File: src/rtl/apb_pkg.sv
// Shared types and slave-select decode for the APB initiator of the AHB2APB bridge.
package apb_pkg;

    typedef enum logic [1:0] {
        IDLE   = 2'd0,
        SETUP  = 2'd1,
        ACCESS = 2'd2,
        ERR    = 2'd3
    } apb_state_e;

    localparam logic [2:0] PSEL_S0   = 3'b001;
    localparam logic [2:0] PSEL_S1   = 3'b010;
    localparam logic [2:0] PSEL_S2   = 3'b100;
    localparam logic [2:0] PSEL_NONE = 3'b000;

    // Select field value 3 has no slave behind it.
    function automatic logic [2:0] decode_sel(input logic [1:0] field);
        logic [2:0] sel;
        case (field)
            2'd0:    sel = PSEL_S0;
            2'd1:    sel = PSEL_S1;
            2'd2:    sel = PSEL_S2;
            default: sel = PSEL_NONE;
        endcase
        return sel;
    endfunction

endpackage

File: src/rtl/apb_addr_decoder.sv
// Combinational address decode from the 2-bit select field to a one-hot APB psel.
module apb_addr_decoder
    import apb_pkg::*;
#(
    parameter int ADDR_W  = 32,
    parameter int SEL_LSB = 12
) (
    input  logic [ADDR_W-1:0] addr,
    output logic [2:0]        psel,
    output logic              unmapped
);

    // Only the select field matters; the rest of the address is intentionally ignored.
    logic unused_addr_bits;
    assign unused_addr_bits = ^addr;

    always_comb begin
        psel     = decode_sel(addr[SEL_LSB+1:SEL_LSB]);
        unmapped = (psel == PSEL_NONE);
    end

endmodule

File: src/rtl/apb_master.sv
// APB initiator: accepts one command at a time, runs SETUP/ACCESS with wait states
// and a timeout, and returns a one-cycle response strobe.
module apb_master
    import apb_pkg::*;
#(
    parameter int ADDR_W  = 32,
    parameter int DATA_W  = 32,
    parameter int SEL_LSB = 12,
    parameter int TIMEOUT = 16
) (
    input  logic              hclk,
    input  logic              hresetn,
    input  logic              cmd_valid,
    output logic              cmd_ready,
    input  logic              cmd_write,
    input  logic [ADDR_W-1:0] cmd_addr,
    input  logic [DATA_W-1:0] cmd_wdata,
    output logic              rsp_valid,
    output logic [DATA_W-1:0] rsp_rdata,
    output logic              rsp_err,
    output logic [2:0]        psel,
    output logic              penable,
    output logic              pwrite,
    output logic [ADDR_W-1:0] paddr,
    output logic [DATA_W-1:0] pwdata,
    input  logic [DATA_W-1:0] prdata,
    input  logic              pready
);

    apb_state_e state, state_nxt;
    logic [2:0] dec_psel;
    logic [2:0] sel_q;
    logic       dec_unmapped;
    logic       accept;
    logic       timeout_hit;
    logic [7:0] wait_cnt;

    apb_addr_decoder #(
        .ADDR_W (ADDR_W),
        .SEL_LSB(SEL_LSB)
    ) u_dec (
        .addr    (cmd_addr),
        .psel    (dec_psel),
        .unmapped(dec_unmapped)
    );

    assign accept = cmd_valid && cmd_ready;
    // Counter holds the number of earlier stalled ACCESS cycles, so this cycle is the TIMEOUT-th.
    assign timeout_hit = !pready && (wait_cnt == 8'(TIMEOUT - 1));

    always_ff @(posedge hclk) begin
        if (!hresetn) begin
            state <= IDLE;
        end else begin
            state <= state_nxt;
        end
    end

    always_comb begin
        state_nxt = state;
        case (state)
            IDLE: begin
                if (accept) begin
                    state_nxt = dec_unmapped ? ERR : SETUP;
                end
            end
            SETUP:   state_nxt = ACCESS;
            ACCESS: begin
                if (pready || timeout_hit) begin
                    state_nxt = IDLE;
                end
            end
            default: state_nxt = IDLE;
        endcase
    end

    always_comb begin
        cmd_ready = hresetn && (state == IDLE);
        psel      = PSEL_NONE;
        penable   = 1'b0;
        if (state == SETUP || state == ACCESS) begin
            psel = sel_q;
        end
        if (state == ACCESS) begin
            penable = 1'b1;
        end
    end

    // Command latch: paddr/pwrite/pwdata stay stable from SETUP until the next accept.
    always_ff @(posedge hclk) begin
        if (!hresetn) begin
            paddr  <= '0;
            pwdata <= '0;
            pwrite <= 1'b0;
            sel_q  <= PSEL_NONE;
        end else if (accept) begin
            paddr  <= cmd_addr;
            pwdata <= cmd_wdata;
            pwrite <= cmd_write;
            sel_q  <= dec_psel;
        end
    end

    // Response registers and wait counter; rsp_rdata/rsp_err persist between responses.
    always_ff @(posedge hclk) begin
        if (!hresetn) begin
            rsp_valid <= 1'b0;
            rsp_rdata <= '0;
            rsp_err   <= 1'b0;
            wait_cnt  <= '0;
        end else begin
            rsp_valid <= 1'b0;
            case (state)
                IDLE: begin
                    if (accept) begin
                        wait_cnt <= '0;
                        if (dec_unmapped) begin
                            rsp_valid <= 1'b1;
                            rsp_err   <= 1'b1;
                            rsp_rdata <= '0;
                        end
                    end
                end
                ACCESS: begin
                    if (pready) begin
                        rsp_valid <= 1'b1;
                        rsp_err   <= 1'b0;
                        rsp_rdata <= pwrite ? '0 : prdata;
                    end else if (timeout_hit) begin
                        rsp_valid <= 1'b1;
                        rsp_err   <= 1'b1;
                        rsp_rdata <= '0;
                    end else begin
                        wait_cnt <= wait_cnt + 8'd1;
                    end
                end
                default: ;
            endcase
        end
    end

endmodule
File: config.mk
export PLATFORM = sky130hd
export DESIGN_NAME = apb_master
export DESIGN_NICKNAME = d
export VERILOG_FILES = /design/src/rtl/apb_pkg.sv /design/src/rtl/apb_addr_decoder.sv /design/src/rtl/apb_master.sv
export SDC_FILE = /design/constraint.sdc
export NUM_CORES = 1
export LEC_CHECK = 0
export ABC_AREA = 1
export CAP_MARGIN = 25
export CORE_UTILIZATION = 42
export CTS_CLUSTER_DIAMETER = 60
export DETAILED_ROUTE_END_ITERATION = 16
export PLACE_DENSITY_LB_ADDON = 0.3
export SYNTH_ARGS = -nofsm -noshare
export SYNTH_HDL_FRONTEND = slang
export SYNTH_SLANG_ARGS = --single-unit
File: constraint.sdc
create_clock -name hclk -period 5.1 [get_ports hclk]
set_clock_uncertainty 0.05 [all_clocks]
set_input_delay 0.51 -clock hclk [delete_from_list [all_inputs] [get_ports hclk]]
set_output_delay 0.51 -clock hclk [all_outputs]
set_load 0.05 [all_outputs]
# == Yosys cells after proc, flatten, opt, wreduce, memory -nomap -nowiden ==
# Index checks and enable logic that the tools add are counted.
# op_classes
n_eq_ne,11
n_reduce_logical,13
div,0
n_addsub,1
muxes,27
n_mul,0
bitwise_logic,0
shifts,0
n_lt_le_gt_ge,0
# op_table
op,n
32-bit two-way mux,5
32-bit one-hot mux with 2 select lines,1
8-bit two-way mux,3
8-bit one-hot mux with 2 select lines,1
"2-bit inequality test, second input constant",5
1-bit two-way mux,9
3-bit one-hot mux with 3 select lines,1
"8-bit by 1-bit adder with 8-bit output, second input constant",1
"8-bit by 4-bit equality test with 1-bit output, second input constant",1
4-bit AND reduction,2
2-bit two-way mux,3
2-bit one-hot mux with 3 select lines,1
"2-bit by 1-bit equality test with 1-bit output, second input constant",2
"2-bit equality test, second input constant",2
2-bit logical NOT,2
1-bit one-hot mux with 2 select lines,2
1-bit logical AND,3
3-bit logical NOT,1
3-bit two-way mux,1
"3-bit inequality test, second input constant",1
1-bit logical OR,2
2-bit AND reduction,1
2-bit nonzero test,1
1-bit logical NOT,1
# totals
n_memories,0
out_inout_bits,104
latchBits,0
word_cells,61
ram_bits,0
ff_bits,112
in_bits,101
mem_bits_ro,0

# == Depth between registers and ports, before layout ==
# Gate-level depths: netlist of the first run.
# logic_depth
word_depth,6
mapped_depth,11
ltp_nobuf,10

# == Modules after synthesis ==
# Synthesis of the first run repeated with hierarchy kept, for this count alone.
# hier_totals
hier_cells,709
hier_area_um2,4775.8
# modules_own_cells
module,cells_per_inst,n_inst,seq_area_each_um2,area_per_inst_um2
apb_master,702,1,2242.2,4749.6
apb_addr_decoder,7,1,0.0,26.3

# == Least setup slack after synthesis of the first run ==
# OpenSTA, ideal clock, no wires.
# synth_timing
path_kind,input port to output port
start,in hresetn
end,out cmd_ready
n_path_buf,3
cell_stages,5
path_slack_ns,2.953
arrival_ns,1.587
t_required_ns,4.540
path_cell_list,buf_2 clkbuf_1 clkbuf_1 nand2_1 inv_1
# synth_between
elab_chain_len,1
# synth_lines
item,line_no,rtl
from (decl),apb_master.sv:12,"input logic hresetn,"
1-bit logical AND,apb_master.sv:78,cmd_ready = hresetn && (state == IDLE);
to (decl),apb_master.sv:14,"output logic cmd_ready,"
# No other way between the ends.

# == Worst setup path in the final report of the first run ==
# layout_timing
start,reg state[1]
end,reg rsp_rdata[9]
# layout_between
elab_chain_len,5
word_cells_on_any_way,10
cone_classes,eq/ne (4); mux (1); reduce/logical (5)
# layout_lines
item,line_no,rtl
from (decl),apb_master.sv:30,"apb_state_e state, state_nxt;"
from (signal assigned),apb_master.sv:55,state <= state_nxt;
2-bit logical NOT,"apb_master.sv:78, apb_master.sv:113",
1-bit logical AND,apb_master.sv:78,
1-bit logical AND,apb_master.sv:47,assign accept = cmd_valid && cmd_ready;
2-bit inequality test (no line),n/a,
4-bit AND reduction (no line),n/a,
to (signal assigned),apb_master.sv:128,rsp_rdata <= pwrite ? '0 : prdata;
to (decl),apb_master.sv:19,"output logic [DATA_W-1:0] rsp_rdata,"
# Parallel ways exist; a longest one is shown, timed or not.
# A chain may end at the register's enable or synchronous reset.

==> flow_summary_export.csv, run 1 <==
group,metric,value,unit
global_routing,grt_start_max_net_pins,66,
synthesis,synth-edff-count,0,
worst_setup_path,worst_setup_path_start_kind,"flip-flop",
clock_network,clkLatencyLatePin,0.34,ns
routing,vias_per_cell,4.75,
synthesis,synth_fp_nets,808,
routing,drt_wl_total,13100,um
sta,rsz0062_at_grt,"false",
clock_network,cts.reportedPaths.clkPinSlew,0.07,ns
routing,firstDrtPassIters,4,
layout,antenna_diodes,0,
clock_network,tritoncts.num_buffers,9,
placed_design,gp_routability_congestion,0.884,
worst_setup_path,timing.critical_path.required,5.28,ns
routing,route.detailed.drc,0,
worst_setup_path,path_delay_family,"simple AND/OR/NAND/NOR gates",
synthesis,synth_sequential_area_ratio,46.8,%
synthesis,yosysWarningCount,0,
synthesis,dominant_register_cell_in_the_synthesized_netlist,"sky130_fd_sc_hd__dfxtp_1",
power_and_ir_drop,power_density,352,nW/um^2
synthesis,synth_top_cell_area_share,46.8,%
synthesis,synth_top_cells_by_count,"sky130_fd_sc_hd__nand2_1, sky130_fd_sc_hd__dfxtp_1, sky130_fd_sc_hd__inv_1",
clock_network,root_buffer,"sky130_fd_sc_hd__clkbuf_16",
worst_setup_path,criticalPathCategory,"flip-flop to flip-flop",
sta,worst_pin_slew,1.00,ns
power_and_ir_drop,vdd_ir_drop_max,0.000230,V
worst_setup_path,crit_buf_inv,1,
hold_path,worst_hold_path_startpoint,"pwdata[10]",
floorplanning,floorplan.io_pins,205,
synthesis,synth_area_per_cell,6.81,um^2
worst_setup_path,worst-endpoint-arrival,3.55,ns
hold_path,hold_class,"flip-flop to flip-flop",
synthesis,post_synth_cell_types,26,
layout,drive_gt1_share,3.40,%
global_routing,track_usage,22.4,%
global_routing,first_global_vias,4642,
clock_network,tritoncts,"yes",
global_routing,antenna_found_initial,0,
layout,layout.area.seq,2240,um^2
placed_design,place_ws,1.50,ns
floorplanning,die_height,109,um
power_and_ir_drop,leakage,3.19,nW
clock_network,hold_buffers,0,
worst_setup_path,reg2reg_depth,7,
worst_setup_path,worstSetupEndpointType,"flip-flop",
worst_setup_path,critical_path.max_fanout,39,
synthesis,synth_top_cells_by_area,"sky130_fd_sc_hd__dfxtp_1, sky130_fd_sc_hd__nand2_1, sky130_fd_sc_hd__nand3_1",
routing,dr_total_vias,4854,
synthesis,netlist_instances,703,
routing,post_drt_wl_per_cell,12.8,um
routing,first_iter_violations,185,
placed_design,portBuffers,204,
sta,layout_worst_path_cycle_share,66.1,%
layout,fillerInstances,968,
synthesis,yosysMostFrequentCell,"sky130_fd_sc_hd__nand2_1",
worst_setup_path,critPathMostFrequentCell,"sky130_fd_sc_hd__nor2_1",
worst_setup_path,reg2reg_from,"state[1]",
synthesis,postSynthRegisterBits,112,
clock_network,clk_path_buf_depth,2,
floorplanning,starting_density_of_the_core,43.6,%
global_routing,global_route_wire_length_before_repair,20800,um
clock_network,clock-sinks,112,
sta,finalMaxSlewViolations,0,
sta,setup_ws,1.73,ns
synthesis,yosysTopAreaCell,"sky130_fd_sc_hd__dfxtp_1",
floorplanning,dieWidth,109,um
sta,timing.final.hold_violations,0,
sta,slew_margin_rel,33.0,%
worst_setup_path,reg2reg_setup_slack,1.73,ns
sta,timing.final.setup_violations,0,
worst_setup_path,critPathMaxStageDelay,0.83,ns
synthesis,syn_area,4790,um^2
sta,maxClockFrequency,0.297,GHz
sta,fin_crit,3.37,ns
clock_network,cts_max_level,3,
floorplanning,rows,38,
sta,total_neg_setup_slack,0,ns
routing,final_antenna_net_count,0,
run_status,outcome,"finished, final reports clean",
clock_network,cts-resized-gates,0,
layout,design.final.nets,983,
floorplanning,core_area,11000,um^2
placed_design,hpwlAfterDp,9220,um
layout,syn_to_final_growth,48.3,%
hold_path,hold_end,"pwdata[10]",
layout,multi_input_area,2010,um^2
global_routing,grt.overflow.total,0,
synthesis,asyncSetResetFlopFracSynth,0,%
worst_setup_path,worstPathCellList,"inv_1 > ha_1 > nand3_4 > nand2_1 > nand3_2 > nor2_1 > nor2_1",
worst_setup_path,critical-path-slowest-cell,"sky130_fd_sc_hd__nand2_1",
floorplanning,fp.dieArea,11800,um^2
flow_run,maxCapViolations,0,
hold_path,hold_depth,2,
layout,final_util,64.6,%
clock_network,post_cts_setup_bufs,0,
worst_setup_path,timing.rr.end,"rsp_rdata[9]",
-- where the power goes --
part | internal (mW) | leakage (nW) | total, mW | switching [mW]
logic | 0.300 | 2.15 | 0.848 | 0.548
registers | 0.967 | 0.920 | 1.02 | 0.0528
clock network | 0.327 | 0.125 | 0.629 | 0.302
-- per-layer routing --
| layer | vias to the layer above | GRT usage, % | wire length (um) |
|---|---|---|---|
| li1 | 2504 | - | - |
| met1 | 2143 | 25.5 | 5360 |
| met2 | 187 | 37.3 | 6140 |
| met3 | 20 | 8.91 | 1340 |
| met4 | 0 | 8.78 | 262 |
| met5 | - | 0 | 0 |
-- cells in the final DEF (no fill, tap or decap), drive strengths merged, types with 4 or more instances in the layout --
cell type      count
a21oi             12
buf                5
clkbuf            11
clkdlybuf4s50    203
dfxtp            112
ha                 4
inv               87
nand2            263
nand3             80
nand4             27
nor2              66
-- metrics by stage --
| stage | std cells | area [um^2] | hold WS [ns] | power (mW) |
|---|---|---|---|---|
| floorplan | 703 | 4790 | 0.395 | 1.59 |
| global placement | 1005 | 6810 | 0.403 | 1.87 |
| detailed placement | 1005 | 6810 | 0.409 | 1.88 |
| CTS | 1020 | 7060 | 0.419 | 2.51 |
| global route | 1022 | 7100 | 0.436 | 2.63 |
| finish | 1022 | 7100 | 0.415 | 2.50 |
-- area by class of cell --
class                           count  share of cell area (%)
Clock inverter                      4                   0.317
Clock buffer                       11                    3.28
Timing Repair Buffer              208                    29.4
Sequential cell                   112                    31.6
Tap cell                          140                    2.47
Multi-Input combinational cell    460                    28.3
Inverter                           87                    4.60
-- worst max path at each step --
| stage | end | slack (ns) | cells past startpoint | start |
|---|---|---|---|---|
| 2_1_floorplan | cmd_ready | 2.95 | 5 | hresetn |
| 3_3_place_gp | rsp_rdata[5] | 1.58 | 6 | hresetn |
| 3_5_place_dp | rsp_rdata[9] | 1.50 | 6 | hresetn |
| 4_1_cts | rsp_rdata[9] | 1.70 | 7 | state[1] |
| 5_1_grt | rsp_rdata[9] | 1.37 | 7 | state[0] |
| 6_report | rsp_rdata[9] | 1.73 | 7 | state[1] |
-- flip-flops by register name, indices dropped and copies added (netlist names) --
| signal | count |
|---|---|
| paddr | 32 |
| pwdata | 32 |
| rsp_rdata | 32 |
| wait_cnt | 8 |
| sel_q | 3 |
| state | 2 |
| pwrite | 1 |
| rsp_err | 1 |
| rsp_valid | 1 |
-- worst register-to-register path: stages, from the launching register on --
cell,delay (ns)
sky130_fd_sc_hd__dfxtp_1,0.33
sky130_fd_sc_hd__inv_1,0.09
sky130_fd_sc_hd__ha_1,0.40
sky130_fd_sc_hd__nand3_4,0.33
sky130_fd_sc_hd__nand2_1,0.84
sky130_fd_sc_hd__nand3_2,0.83
sky130_fd_sc_hd__nor2_1,0.31
sky130_fd_sc_hd__nor2_1,0.08
-- cells by family (layout without fill, tap and decap cells) --
family | Yosys count | in the layout | share of synthesized area [%]
simple gates | 439 | 439 | 38.7
buf+inv | 131 | 310 | 11.2
flops | 112 | 112 | 46.8
compound gates | 17 | 17 | 2.27
fa+ha+maj | 4 | 4 | 1.05
Power figures use the tool's default switching activity.
==> inputs of run 2 (changes only) <==
==> constraint.sdc (replaced) <==
create_clock -name hclk -period 3.35 [get_ports hclk]
set_clock_uncertainty 0.05 [all_clocks]
set_input_delay 0.335 -clock hclk [delete_from_list [all_inputs] [get_ports hclk]]
set_output_delay 0.335 -clock hclk [all_outputs]
set_load 0.05 [all_outputs]
==> flow_summary_export.csv, run 2 (synthesized netlist as in run 1, its figures left out) <==
group,metric,value,unit
run_status,outcome,"finished, final reports clean",
global_routing,first_global_vias,4752,
clock_network,clk_path_buf_depth,2,
placed_design,portBuffers,204,
worst_setup_path,crit_buf_inv,3,
layout,mostFrequentLayoutCells,"sky130_fd_sc_hd__nand2_1, sky130_fd_sc_hd__clkdlybuf4s50_1, sky130_fd_sc_hd__dfxtp_1",
layout,design.final.nets,986,
flow_run,maxCapViolations,0,
floorplanning,starting_density_of_the_core,43.6,%
routing,first_iter_violations,170,
routing,firstDrtPassIters,4,
layout,final_area,7150,um^2
worst_setup_path,timing.critical_path.required,3.58,ns
power_and_ir_drop,netSwitchingFraction,36.0,%
placed_design,gp_routability_congestion,0.829,
clock_network,tritoncts.num_buffers,9,
worst_setup_path,critPathMaxStageDelay,0.65,ns
clock_network,cts_max_level,3,
floorplanning,core_area,11000,um^2
layout,syn_to_final_growth,49.3,%
floorplanning,rows,38,
layout,fillerInstances,945,
clock_network,post_cts_setup_bufs,0,
routing,dr_total_vias,4917,
worst_setup_path,worst-endpoint-arrival,2.92,ns
clock_network,hold_buffers,0,
power_and_ir_drop,leakage,3.22,nW
global_routing,track_usage,22.7,%
floorplanning,die_height,109,um
placed_design,place_ws,0.687,ns
routing,post_drt_wl_per_cell,13.0,um
clock_network,clkLatencyLatePin,0.34,ns
sta,slew_margin_rel,51.1,%
layout,drive_gt1_share,3.95,%
sta,worst_pin_slew,0.733,ns
worst_setup_path,worstSetupEndpointType,"flip-flop",
sta,maxClockFrequency,0.371,GHz
placed_design,post_place_instance_area,6860,um^2
global_routing,grt.overflow.total,0,
routing,drt_wl_total,13300,um
clock_network,clock-sinks,112,
power_and_ir_drop,vdd_ir_drop_max,0.000284,V
power_and_ir_drop,power_switching,1.41,mW
routing,final_antenna_net_count,0,
sta,fin_crit,2.69,ns
clock_network,cts.reportedPaths.clkPinSlew,0.07,ns
power_and_ir_drop,fin_total_pwr,3.92,mW
power_and_ir_drop,power.clock.fraction,27.1,%
sta,finalMaxSlewViolations,0,
layout,mostFrequentLayoutCell,"sky130_fd_sc_hd__nand2_1",
floorplanning,dieWidth,109,um
floorplanning,fp.dieArea,11800,um^2
power_and_ir_drop,pwr-share-comb,33.3,%
layout,final_cell_count_no_fill,1026,
placed_design,numPlacedInstances,1010,
placed_design,hpwlAfterDp,9420,um
worst_setup_path,criticalPathCategory,"flip-flop to flip-flop",
worst_setup_path,worst_setup_path_start_kind,"flip-flop",
clock_network,tritoncts,"yes",
sta,layout_worst_path_cycle_share,80.4,%
global_routing,antenna_found_initial,0,
floorplanning,floorplan.io_pins,205,
power_and_ir_drop,internal-power,2.51,mW
worst_setup_path,worstPathCellList,"inv_1 > ha_1 > nand3_4 > nand2_1 > buf_4 > nand3_2 > nand2_1 > inv_1 > nor2_1",
clock_network,cts-resized-gates,0,
global_routing,grt_start_max_net_pins,67,
routing,vias_per_cell,4.79,
sta,timing.final.hold_violations,0,
power_and_ir_drop,power_density,548,nW/um^2
worst_setup_path,path_delay_family,"simple AND/OR/NAND/NOR gates",
sta,rsz0062_at_grt,"false",
hold_path,hold_class,"input pin to flip-flop",
global_routing,global_route_wire_length_before_repair,21400,um
worst_setup_path,critical-path-slowest-cell,"sky130_fd_sc_hd__nand3_2",
sta,total_neg_setup_slack,0,ns
routing,route.detailed.drc,0,
layout,antenna_diodes,0,
worst_setup_path,critical_path.max_fanout,39,
clock_network,root_buffer,"sky130_fd_sc_hd__clkbuf_16",
sta,setup_ws,0.656,ns
power_and_ir_drop,power.share.sequential,39.5,%
layout,top_regs,"paddr (32), pwdata (32), rsp_rdata (32)",
sta,timing.final.setup_violations,0,
run 2: cell types whose count changed in the layout (fill, tap and decap cells not counted), sizes merged:
cell | previous run | this run
clkinvlp | 1 | 2
clkbuf | 11 | 10
buf | 5 | 8
bufinv | 0 | 1
run 2: power by group through the flow:
| stage | clock network, mW | logic [mW] | registers [mW] |
|---|---|---|---|
| 2_1_floorplan | 0 | 0.414 | 2.01 |
| 3_3_place_gp | 0 | 1.29 | 1.57 |
| 3_5_place_dp | 0 | 1.31 | 1.58 |
| 4_1_cts | 1.09 | 1.31 | 1.55 |
| 5_1_grt | 1.14 | 1.40 | 1.57 |
| 6_report | 1.06 | 1.31 | 1.55 |
run 2: worst min-delay path: cells and delay by family:
kind,cells,cell delay [ns]
buf+inv,1,0.23
simple gates,2,0.15
run 2: final timing paths:
path                   from       endpoint  slack, ns  cells past startpoint
setup / recovery   state[0]  rsp_rdata[29]       0.66                      9
hold / removal      hresetn        rsp_err       0.38                      3
setup reg to reg   state[0]  rsp_rdata[29]       0.66                      9
hold reg to reg   paddr[20]      paddr[20]       0.41                      2
run 2: cell type report:
| type | instances | area, um^2 | share of cell area (%) |
|---|---|---|---|
| clock buffers | 10 | 229 | 3.20 |
| clock inverters | 6 | 60.1 | 0.840 |
| inverters | 87 | 327 | 4.57 |
| multi-input cells | 460 | 2010 | 28.1 |
| flip-flops and latches | 112 | 2240 | 31.4 |
| well taps | 140 | 175 | 2.45 |
| repair buffers | 211 | 2100 | 29.4 |
run 2: routing by layer:
metal / global-route usage, % / vias to the layer above / share of wire, %
li1: - / 2508 / -
met1: 26.6 / 2209 / 42
met2: 38.0 / 184 / 46
met3: 7.41 / 16 / 9.6
met4: 9.56 / 0 / 2.0
met5: 0 / - / 0
run 2: stage by stage:
step                hold slack, ns  utilization, %
floorplan                    0.395               -
global placement             0.402            62.4
detailed placement           0.408            62.4
CTS                          0.367            65.1
global route                 0.393            65.1
finish                       0.381            65.1
==> inputs of run 3 (changes only) <==
==> constraint.sdc (replaced) <==
create_clock -name hclk -period 2.75 [get_ports hclk]
set_clock_uncertainty 0.05 [all_clocks]
set_input_delay 0.275 -clock hclk [delete_from_list [all_inputs] [get_ports hclk]]
set_output_delay 0.275 -clock hclk [all_outputs]
set_load 0.05 [all_outputs]
==> flow_summary_export.csv, run 3 (synthesized netlist as in run 1, its figures left out) <==
group,metric,value,unit
sta,setup_ws,0.336,ns
global_routing,antenna_found_initial,0,
routing,dr_total_vias,4907,
worst_setup_path,path_delay_family,"buffers and inverters",
worst_setup_path,worstPathCellList,"inv_1 > ha_1 > nand2_1 > inv_1 > clkdlybuf4s50_1",
floorplanning,floorplan.io_pins,205,
floorplanning,die_height,109,um
power_and_ir_drop,power_density,693,nW/um^2
power_and_ir_drop,power_switching,1.71,mW
worst_setup_path,criticalPathCategory,"flip-flop to output port",
layout,final_util,65.8,%
power_and_ir_drop,netSwitchingFraction,34.2,%
global_routing,first_global_vias,4651,
clock_network,tritoncts.num_buffers,9,
clock_network,clkLatencyLatePin,0.35,ns
worst_setup_path,critical-path-slowest-cell,"sky130_fd_sc_hd__clkdlybuf4s50_1",
run_status,outcome,"finished, final reports clean",
layout,design.final.nets,988,
clock_network,cts.reportedPaths.clkPinSlew,0.07,ns
routing,first_iter_violations,255,
power_and_ir_drop,fin_total_pwr,5.00,mW
floorplanning,dieWidth,109,um
layout,mostFrequentLayoutCells,"sky130_fd_sc_hd__nand2_1, sky130_fd_sc_hd__clkdlybuf4s50_1, sky130_fd_sc_hd__dfxtp_1",
sta,timing.final.hold_violations,0,
sta,timing.final.setup_violations,0,
sta,total_neg_setup_slack,0,ns
clock_network,clock-sinks,112,
sta,rsz0062_at_grt,"false",
clock_network,cts_max_level,3,
sta,finalMaxSlewViolations,0,
routing,route.detailed.drc,0,
placed_design,portBuffers,204,
clock_network,root_buffer,"sky130_fd_sc_hd__clkbuf_16",
power_and_ir_drop,leakage,3.26,nW
placed_design,hpwlAfterDp,9350,um
sta,slew_margin_rel,57.9,%
hold_path,hold_class,"input pin to flip-flop",
power_and_ir_drop,internal-power,3.29,mW
sta,finalHoldWorstSlack,0.297,ns
layout,drive_gt1_share,4.39,%
power_and_ir_drop,vdd_ir_drop_max,0.000366,V
layout,final_cell_count_no_fill,1028,
sta,maxClockFrequency,0.414,GHz
routing,post_drt_wl_per_cell,13.0,um
placed_design,place_ws,0.577,ns
placed_design,numPlacedInstances,1012,
worst_setup_path,crit_buf_inv,3,
worst_setup_path,worst_setup_path_start_kind,"flip-flop",
layout,final_area,7230,um^2
global_routing,grt.met3_usage,8.13,%
global_routing,grt_use_met1,27.4,%
clock_network,clk_path_buf_depth,2,
routing,vias_per_cell,4.77,
layout,top_regs,"paddr (32), pwdata (32), rsp_rdata (32)",
global_routing,grt_busiest_layer,"met2",
worst_setup_path,critPathMaxStageDelay,0.85,ns
worst_setup_path,critical_path.max_fanout,3,
layout,antenna_diodes,0,
routing,drt_wl_total,13300,um
layout,mostFrequentLayoutCell,"sky130_fd_sc_hd__nand2_1",
clock_network,cts-resized-gates,0,
placed_design,post_place_instance_area,6870,um^2
global_routing,grt.overflow.total,0,
power_and_ir_drop,pwr-share-comb,31.8,%
worst_setup_path,worstSetupEndpointType,"output port",
routing,firstDrtPassIters,5,
global_routing,groute.layer.met2.usage,37.8,%
layout,syn_to_final_growth,50.9,%
floorplanning,core_area,11000,um^2
routing,final_antenna_net_count,0,
clock_network,hold_buffers,0,
placed_design,gp_routability_congestion,0.860,
global_routing,global_route_wire_length_before_repair,21700,um
layout,fillerInstances,938,
floorplanning,starting_density_of_the_core,43.6,%
clock_network,post_cts_setup_bufs,0,
sta,worst_pin_slew,0.631,ns
sta,fin_crit,2.41,ns
power_and_ir_drop,power.share.sequential,37.7,%
floorplanning,fp.dieArea,11800,um^2
clock_network,tritoncts,"yes",
worst_setup_path,critPathMostFrequentCell,"sky130_fd_sc_hd__inv_1",
worst_setup_path,timing.critical_path.required,2.42,ns
power_and_ir_drop,power.clock.fraction,30.5,%
sta,layout_worst_path_cycle_share,87.8,%
global_routing,grt_start_max_net_pins,64,
worst_setup_path,worst-endpoint-arrival,2.09,ns
floorplanning,rows,38,
global_routing,track_usage,23.2,%
flow_run,maxCapViolations,0,
run 3: cell types whose count changed in the layout (fill, tap and decap cells not counted), sizes merged:
cell and delta:
buf +3, bufinv +2, clkbuf +1, clkdlybuf4s50 -1, clkinv -2, clkinvlp -1
run 3: metal layers:
| metal | vias to the layer above | share of wire (%) | routed length [um] |
|---|---|---|---|
| met5 | - | 0 | 0 |
| met4 | 0 | 3.0 | 397 |
| met3 | 29 | 9.3 | 1240 |
| met2 | 194 | 47 | 6250 |
| met1 | 2174 | 41 | 5460 |
| li1 | 2510 | - | - |
run 3: worst paths after layout:
kind / end / slack, ns / cells after the start / from
setup / recovery: psel[1] / 0.34 / 5 / state[0]
hold / removal: paddr[13] / 0.30 / 4 / hresetn
setup reg to reg: rsp_rdata[25] / 0.54 / 9 / state[0]
hold reg to reg: paddr[29] / 0.41 / 2 / paddr[29]
run 3: power groups by stage:
stage	clock network, mW	registers (mW)	logic [mW]
3_5_place_dp	0	1.92	1.59
3_3_place_gp	0	1.91	1.57
4_1_cts	1.55	1.89	1.60
2_1_floorplan	0	2.44	0.505
6_report	1.53	1.89	1.59
5_1_grt	1.64	1.91	1.71
run 3: worst reg2reg max path: cells and delay by family, from the launching register on:
kind	cells	cell delay, ns
adder cells (fa/ha/maj)	1	0.40
AND/OR/NAND/NOR	6	1.01
flip-flops	1	0.33
buffers and inverters	2	0.35
run 3: area by class of cell:
cell class	count	area, um^2	share of cell area [%]
sequential	112	2240	31.0
timing repair buffer	213	2120	29.3
multi-input combinational	460	2010	27.8
inverter	87	327	4.52
clock buffer	11	253	3.50
tap	140	175	2.42
clock inverter	5	103	1.42
==> RTL edit 1, RTL diff (flow settings as in run 3) <==
`DATA_W`: 32 -> 24.
--- a/src/rtl/apb_master.sv
+++ b/src/rtl/apb_master.sv
@@ -4,7 +4,7 @@
     import apb_pkg::*;
 #(
     parameter int ADDR_W  = 32,
-    parameter int DATA_W  = 32,
+    parameter int DATA_W  = 24,
     parameter int SEL_LSB = 12,
     parameter int TIMEOUT = 16
 ) (
Ports: changed (resized cmd_wdata, prdata, pwdata and rsp_rdata); port bits go from 205 to 173. No check against the original RTL was run, so the function may have changed too.
==> RTL edit 1 against run 3 <==
  * Sequential cell count fell by 16
  * Global-route usage fell by 0.80 points
  * Routed wire length fell by 17%
  * Total power fell by 24%
  * Synthesized area fell by 13%
  * Setup slack got worse by 0.00084 ns
  * Sequential power fell by 15%
  * Cell area fell by 16%
  * Critical path type unchanged
==> RTL edit 1: results (changes against run 3) <==
Synth
  – Top cells by area, synth: dfxtp_1 (46%), nand2_1 (21%), nand3_1 (8.6%), inv_1 (6.4%), nor2_1 (4.1%)
  – Most frequent cells after synthesis: nand2_1 (228), dfxtp_1 (96), nand3_1 (72)
  – Yosys warning total: 0 (unchanged)
  – Yosys cell types: 26 (unchanged)
  – Sequential share of the synthesized area: 0.461 (-0.00739)
  – Synthesized Nets: 694 (-14%)

Routing
  – Routed WL per cell: 12.4 µm (-4.7%)
  – First-pass DRT Iterations: 5 (unchanged)
  – Vias post-DR: 4212 (-14%)
  – First-iteration detailed-routing DRC count: 156 (-39%)

Placed design
  – Port bufs: 172 (-16%)
  – Placed Area: 5920 µm² (-14%)
  – Routability cong.: 0.834 (-3.0%)
  – Dpl ws: 0.570 ns (-0.00695 ns)
  – Post-DP HPWL: 8060 µm (-14%)

Worst setup path
  – Arr. time, crit path: 2.09 ns (about the same)
  – Worst path slowest cell: clkdlybuf4s50_1
  – Max incr delay on CP: 0.89 ns (+0.04 ns)
  – Critical path peak fanout: 10 (+7)

Power
  – Worst vdd ir: 0.294 mV (-20%)
  – Leak: 2.72 nW (-17%)

Global routing
  – Vias in the first global route: 4090 (-12%)
  – All-Layer GR Usage: 0.224 (-0.00803)
  – First-pass GRT wire length: 18300 µm (-16%)
  – Largest net degree at the start of global routing: 55 (-14%)
  – Initial antenna violation count: 1 (+1)

STA
  – Worst slew pin tran: 0.553 ns (-0.0779 ns)

Run status
  – Status: finished, final reports clean

Clock network
  – H-tree depth: 3 (unchanged)
  – Post-CTS resize count: 0 (unchanged)
  – Max Buffers Root-to-Sink: 2 (unchanged)
  – Reg clk slew, reported paths: 0.10 ns (+0.03 ns)
  – Setup bufs post-CTS: 0 (unchanged)
  – CTS Root Cell: clkbuf_8

Final layout
  – Nets@finish: 849 (-14%)
  – Biggest regs: paddr x32, pwdata x24, rsp_rdata x24
  – Fillcell total: 832 (-11%)
  – Share of cells above drive strength 1: 0.0510 (+0.00706)
  – Number of diodes: 0 (unchanged)
==> RTL edit 1: metrics by stage <==
stage / hold WS, ns / cells
after floorplan: 0.336 / 605
after global placement: 0.402 / 878
after detailed placement: 0.407 / 878
after CTS: 0.386 / 894
after global routing: 0.390 / 894
final: 0.403 / 894
==> RTL edit 1: critical path, delay by kind of cell, from the launching register on <==
kind       cells  cell delay, ns
buf+inv        2            0.97
flops          1            0.34
fa+ha+maj      1            0.43
==> RTL edit 1: layer usage <==
metal / part of all wire / track usage
met5: 0.0012 / 0
met4: 0.0097 / 0.0669
met3: 0.10 / 0.0918
met2: 0.48 / 0.394
met1: 0.41 / 0.246
==> RTL edit 1: worst paths after layout <==
path	startpoint	end	slack (ns)	cells after the start
min reg2reg	paddr[29]$_SDFFE_PN0N_	paddr[29]$_SDFFE_PN0N_	0.42	2
max	state[0]$_SDFFE_PN0P_	penable	0.33	3
max reg2reg	state[0]$_SDFFE_PN0P_	rsp_rdata[9]$_SDFFE_PN0P_	0.54	8
min	cmd_wdata[16]	pwdata[16]$_SDFFE_PN0N_	0.40	3
==> RTL edit 1: kinds of logic after synthesis <==
logic type               after synthesis  synth area share
AND/OR/NAND/NOR                      379             0.390
AO/OA/AOI/OAI                         15            0.0249
buffers and inverters                111             0.113
adder cells (fa/ha/maj)                4            0.0120
flip-flops                            96             0.461
==> RTL edit 1: final cells by class <==
| cell class | instances | area, µm² | area share |
|---|---|---|---|
| Clock buffer | 9 | 124 | 0.0203 |
| Clock inverter | 7 | 52.6 | 0.00862 |
| Inverter | 74 | 278 | 0.0456 |
| Multi-Input combinational cell | 398 | 1780 | 0.292 |
| Sequential cell | 96 | 1920 | 0.315 |
| Tap cell | 129 | 161 | 0.0265 |
| Timing Repair Buffer | 181 | 1780 | 0.292 |
==> RTL edit 1: report_power, final <==
group,switching [mW],internal (mW),leakage [nW]
Sequential,0.0799,1.53,0.788
Combinational,0.866,0.476,1.84
Clock,0.527,0.340,0.0908
Total,1.47,2.35,2.72
==> RTL edit 2, RTL diff (flow settings as in run 3) <==
Made on the original files. Register the output `rsp_err` once more, cleared by the reset; this adds one clock of latency there. The other outputs are not delayed to match.
--- a/src/rtl/apb_master.sv
+++ b/src/rtl/apb_master.sv
@@ -26,6 +26,8 @@
     input  logic [DATA_W-1:0] prdata,
     input  logic              pready
 );
+
+    logic rsp_err_s0;
 
     apb_state_e state, state_nxt;
     logic [2:0] dec_psel;
@@ -106,7 +108,7 @@
         if (!hresetn) begin
             rsp_valid <= 1'b0;
             rsp_rdata <= '0;
-            rsp_err   <= 1'b0;
+            rsp_err_s0 <= 1'b0;
             wait_cnt  <= '0;
         end else begin
             rsp_valid <= 1'b0;
@@ -116,7 +118,7 @@
                         wait_cnt <= '0;
                         if (dec_unmapped) begin
                             rsp_valid <= 1'b1;
-                            rsp_err   <= 1'b1;
+                            rsp_err_s0 <= 1'b1;
                             rsp_rdata <= '0;
                         end
                     end
@@ -124,11 +126,11 @@
                 ACCESS: begin
                     if (pready) begin
                         rsp_valid <= 1'b1;
-                        rsp_err   <= 1'b0;
+                        rsp_err_s0 <= 1'b0;
                         rsp_rdata <= pwrite ? '0 : prdata;
                     end else if (timeout_hit) begin
                         rsp_valid <= 1'b1;
-                        rsp_err   <= 1'b1;
+                        rsp_err_s0 <= 1'b1;
                         rsp_rdata <= '0;
                     end else begin
                         wait_cnt <= wait_cnt + 8'd1;
@@ -139,4 +141,12 @@
         end
     end
 
+    always_ff @(posedge hclk) begin
+        if (!hresetn) begin
+            rsp_err <= '0;
+        end else begin
+            rsp_err <= rsp_err_s0;
+        end
+    end
+
 endmodule
Function: changed (a bounded check fails within 4 cycles, from zero or initial values and one cycle with hresetn low).
==> RTL edit 2 against run 3 <==
  * Sequential cell count grew 1
  * Hold slack lost 0.061 ns
  * Synthesized area rose by 1.8%
  * Setup slack got worse by 0.063 ns
  * Routed wire length is 0.84% lower
  * Total power up 16%
  * Cell area increased by 4.4%
  * Largest power group is now clock
==> RTL edit 2: results (changes against run 3) <==
Synth
  – Primary FF master, synth: dfxtp_1
  – Mapped Avg Cell Area: 6.90 µm² (+1.4%)
  – Yosys cell types: 26 (unchanged)
  – Synthesized Nets: 811 (+0.37%)
  – Yosys warning total: 0 (unchanged)
  – Async set or reset register ratio after synthesis: 0 (unchanged)
  – Sequential share of the synthesized area: 0.464 (-0.00431)
  – Most frequent cells after synthesis: nand2_1 (262), dfxtp_1 (113), inv_1 (87)
  – Top cells by area, synth: dfxtp_1 (46%), nand2_1 (20%), nand3_1 (7.9%), inv_1 (6.7%), nor2_1 (5.1%)

Global routing
  – First-pass GRT wire length: 21000 µm (-3.1%)
  – All-Layer GR Usage: 0.226 (-0.00596)
  – Vias in the first global route: 4397 (-5.5%)
  – GRT met1 Usage: 0.271 (-0.00251)
  – Initial antenna violation count: 0 (unchanged)
  – Routing usage on met3: 0.0966 (+0.0153)
  – Met2 Use GR: 0.360 (-0.0181)
  – Largest net degree at the start of global routing: 42 (-34%)

Routing
  – Vias/cell: 4.68 (-1.9%)
  – Post-Route WL: 13200 µm (-0.84%)
  – First-iteration detailed-routing DRC count: 311 (+22%)
  – First-pass DRT Iterations: 5 (unchanged)
  – Routed WL per cell: 12.6 µm (-2.6%)

STA
  – TNS Setup: 0 ns (unchanged)
  – Worst slew pin tran: 0.576 ns (-0.0557 ns)
  – Max-slew violations: 0 (unchanged)

Placed design
  – Port bufs: 204 (unchanged)
  – Post-Place Cells: 1016 (+0.40%)
  – Post-DP HPWL: 8860 µm (-5.3%)
  – Placed Area: 6910 µm² (+0.62%)
  – Routability cong.: 0.817 (-5.0%)
  – Dpl ws: 0.516 ns (-0.0611 ns)

Clock network
  – Max Buffers Root-to-Sink: 2 (unchanged)
  – Clock Latency Late Sink: 0.40 ns (+0.05 ns)
  – Setup bufs post-CTS: 0 (unchanged)
  – Reg clk slew, reported paths: 0.06 ns
  – CTS Buf Count: 17 (+8)
  – H-tree depth: 4 (+1)
  – Post-CTS resize count: 0 (unchanged)
  – CTS Root Cell: clkbuf_16

Final layout
  – Number of diodes: 0 (unchanged)
  – Share of cells above drive strength 1: 0.0606 (+0.0167)
  – Biggest regs: paddr x32, pwdata x32, rsp_rdata x32
  – Fillcell total: 921 (-1.8%)

Worst setup path
  – Worst r2r src: state[0]$_SDFFE_PN0P_
  – Arr. time, crit path: 2.15 ns (+0.06 ns)
  – Max incr delay on CP: 0.81 ns (-0.04 ns)
  – Critical path peak fanout: 3 (unchanged)
  – Family with the most delay on the worst path: buffers and inverters
  – CP Launch Point: state[0]$_SDFFE_PN0P_
  – Worst path slowest cell: clkdlybuf4s50_1

Hold path
  – Worst Hold Class: input pin to flip-flop
  – Hold wc startpoint: hresetn

Power
  – Switching Share: 0.330 (-0.0120)
  – Leak: 3.42 nW (+4.8%)
  – Worst vdd ir: 0.415 mV (+13%)

Run status
  – Status: finished, final reports clean
==> RTL edit 2: cell types whose count changed after synthesis, sizes merged <==
cell,before,now
dfxtp,112,113
inv,87,88
nor2,66,68
buf,27,37
clkbuf,17,7
nand4,27,26
==> RTL edit 2: power groups by stage <==
stage	clock, mW	combinational, mW	sequential [mW]
final	2.33	1.59	1.90
after global routing	2.45	1.71	1.92
after CTS	2.37	1.59	1.90
after detailed placement	0	1.58	1.94
after global placement	0	1.58	1.93
after floorplan	0	0.527	2.46
==> RTL edit 2: routing by layer <==
layer,up-vias,share of wire
li1,2544,-
met5,-,0
met1,2153,0.43
met3,12,0.11
met4,0,0.011
met2,196,0.46
==> RTL edit 2: final cells by class <==
type                       instances  area [µm²]  share of cell area
clock buffer                      17         425              0.0564
multi-input combinational        461        2030               0.270
inverter                          88         330              0.0438
sequential                       113        2260               0.300
tap                              140         175              0.0232
clock inverter                    14         205              0.0272
timing repair buffer             214        2110               0.280
==> RTL edit 2: worst paths after layout <==
path                                                  end  slack (ns)  cells past startpoint
worst min-delay path             wait_cnt[6]$_SDFFE_PN0P_        0.24                      3
worst max register to register  rsp_rdata[1]$_SDFFE_PN0P_        0.44                      8
worst min register to register         rsp_err$_SDFF_PN0_        0.38                      2
worst max-delay path                              psel[1]        0.27                      5
==> RTL edit 2: cell families (layout without fill, tap and decap cells) <==
logic type / Yosys count / count (layout) / share of synthesized area
flops: 113 / 113 / 0.464
buf+inv: 132 / 333 / 0.119
fa+ha+maj: 4 / 4 / 0.0103
simple gates: 440 / 440 / 0.383
compound gates: 17 / 17 / 0.0239
==> RTL edit 2: worst reg2reg max path, cell delays in order, from the launching register on <==
cell     delay, ns
dfxtp_1       0.32
inv_1         0.10
ha_1          0.45
nand3_4       0.36
nand2_2       0.19
nand3_4       0.37
nand2_1       0.23
inv_1         0.06
nor2_1        0.11
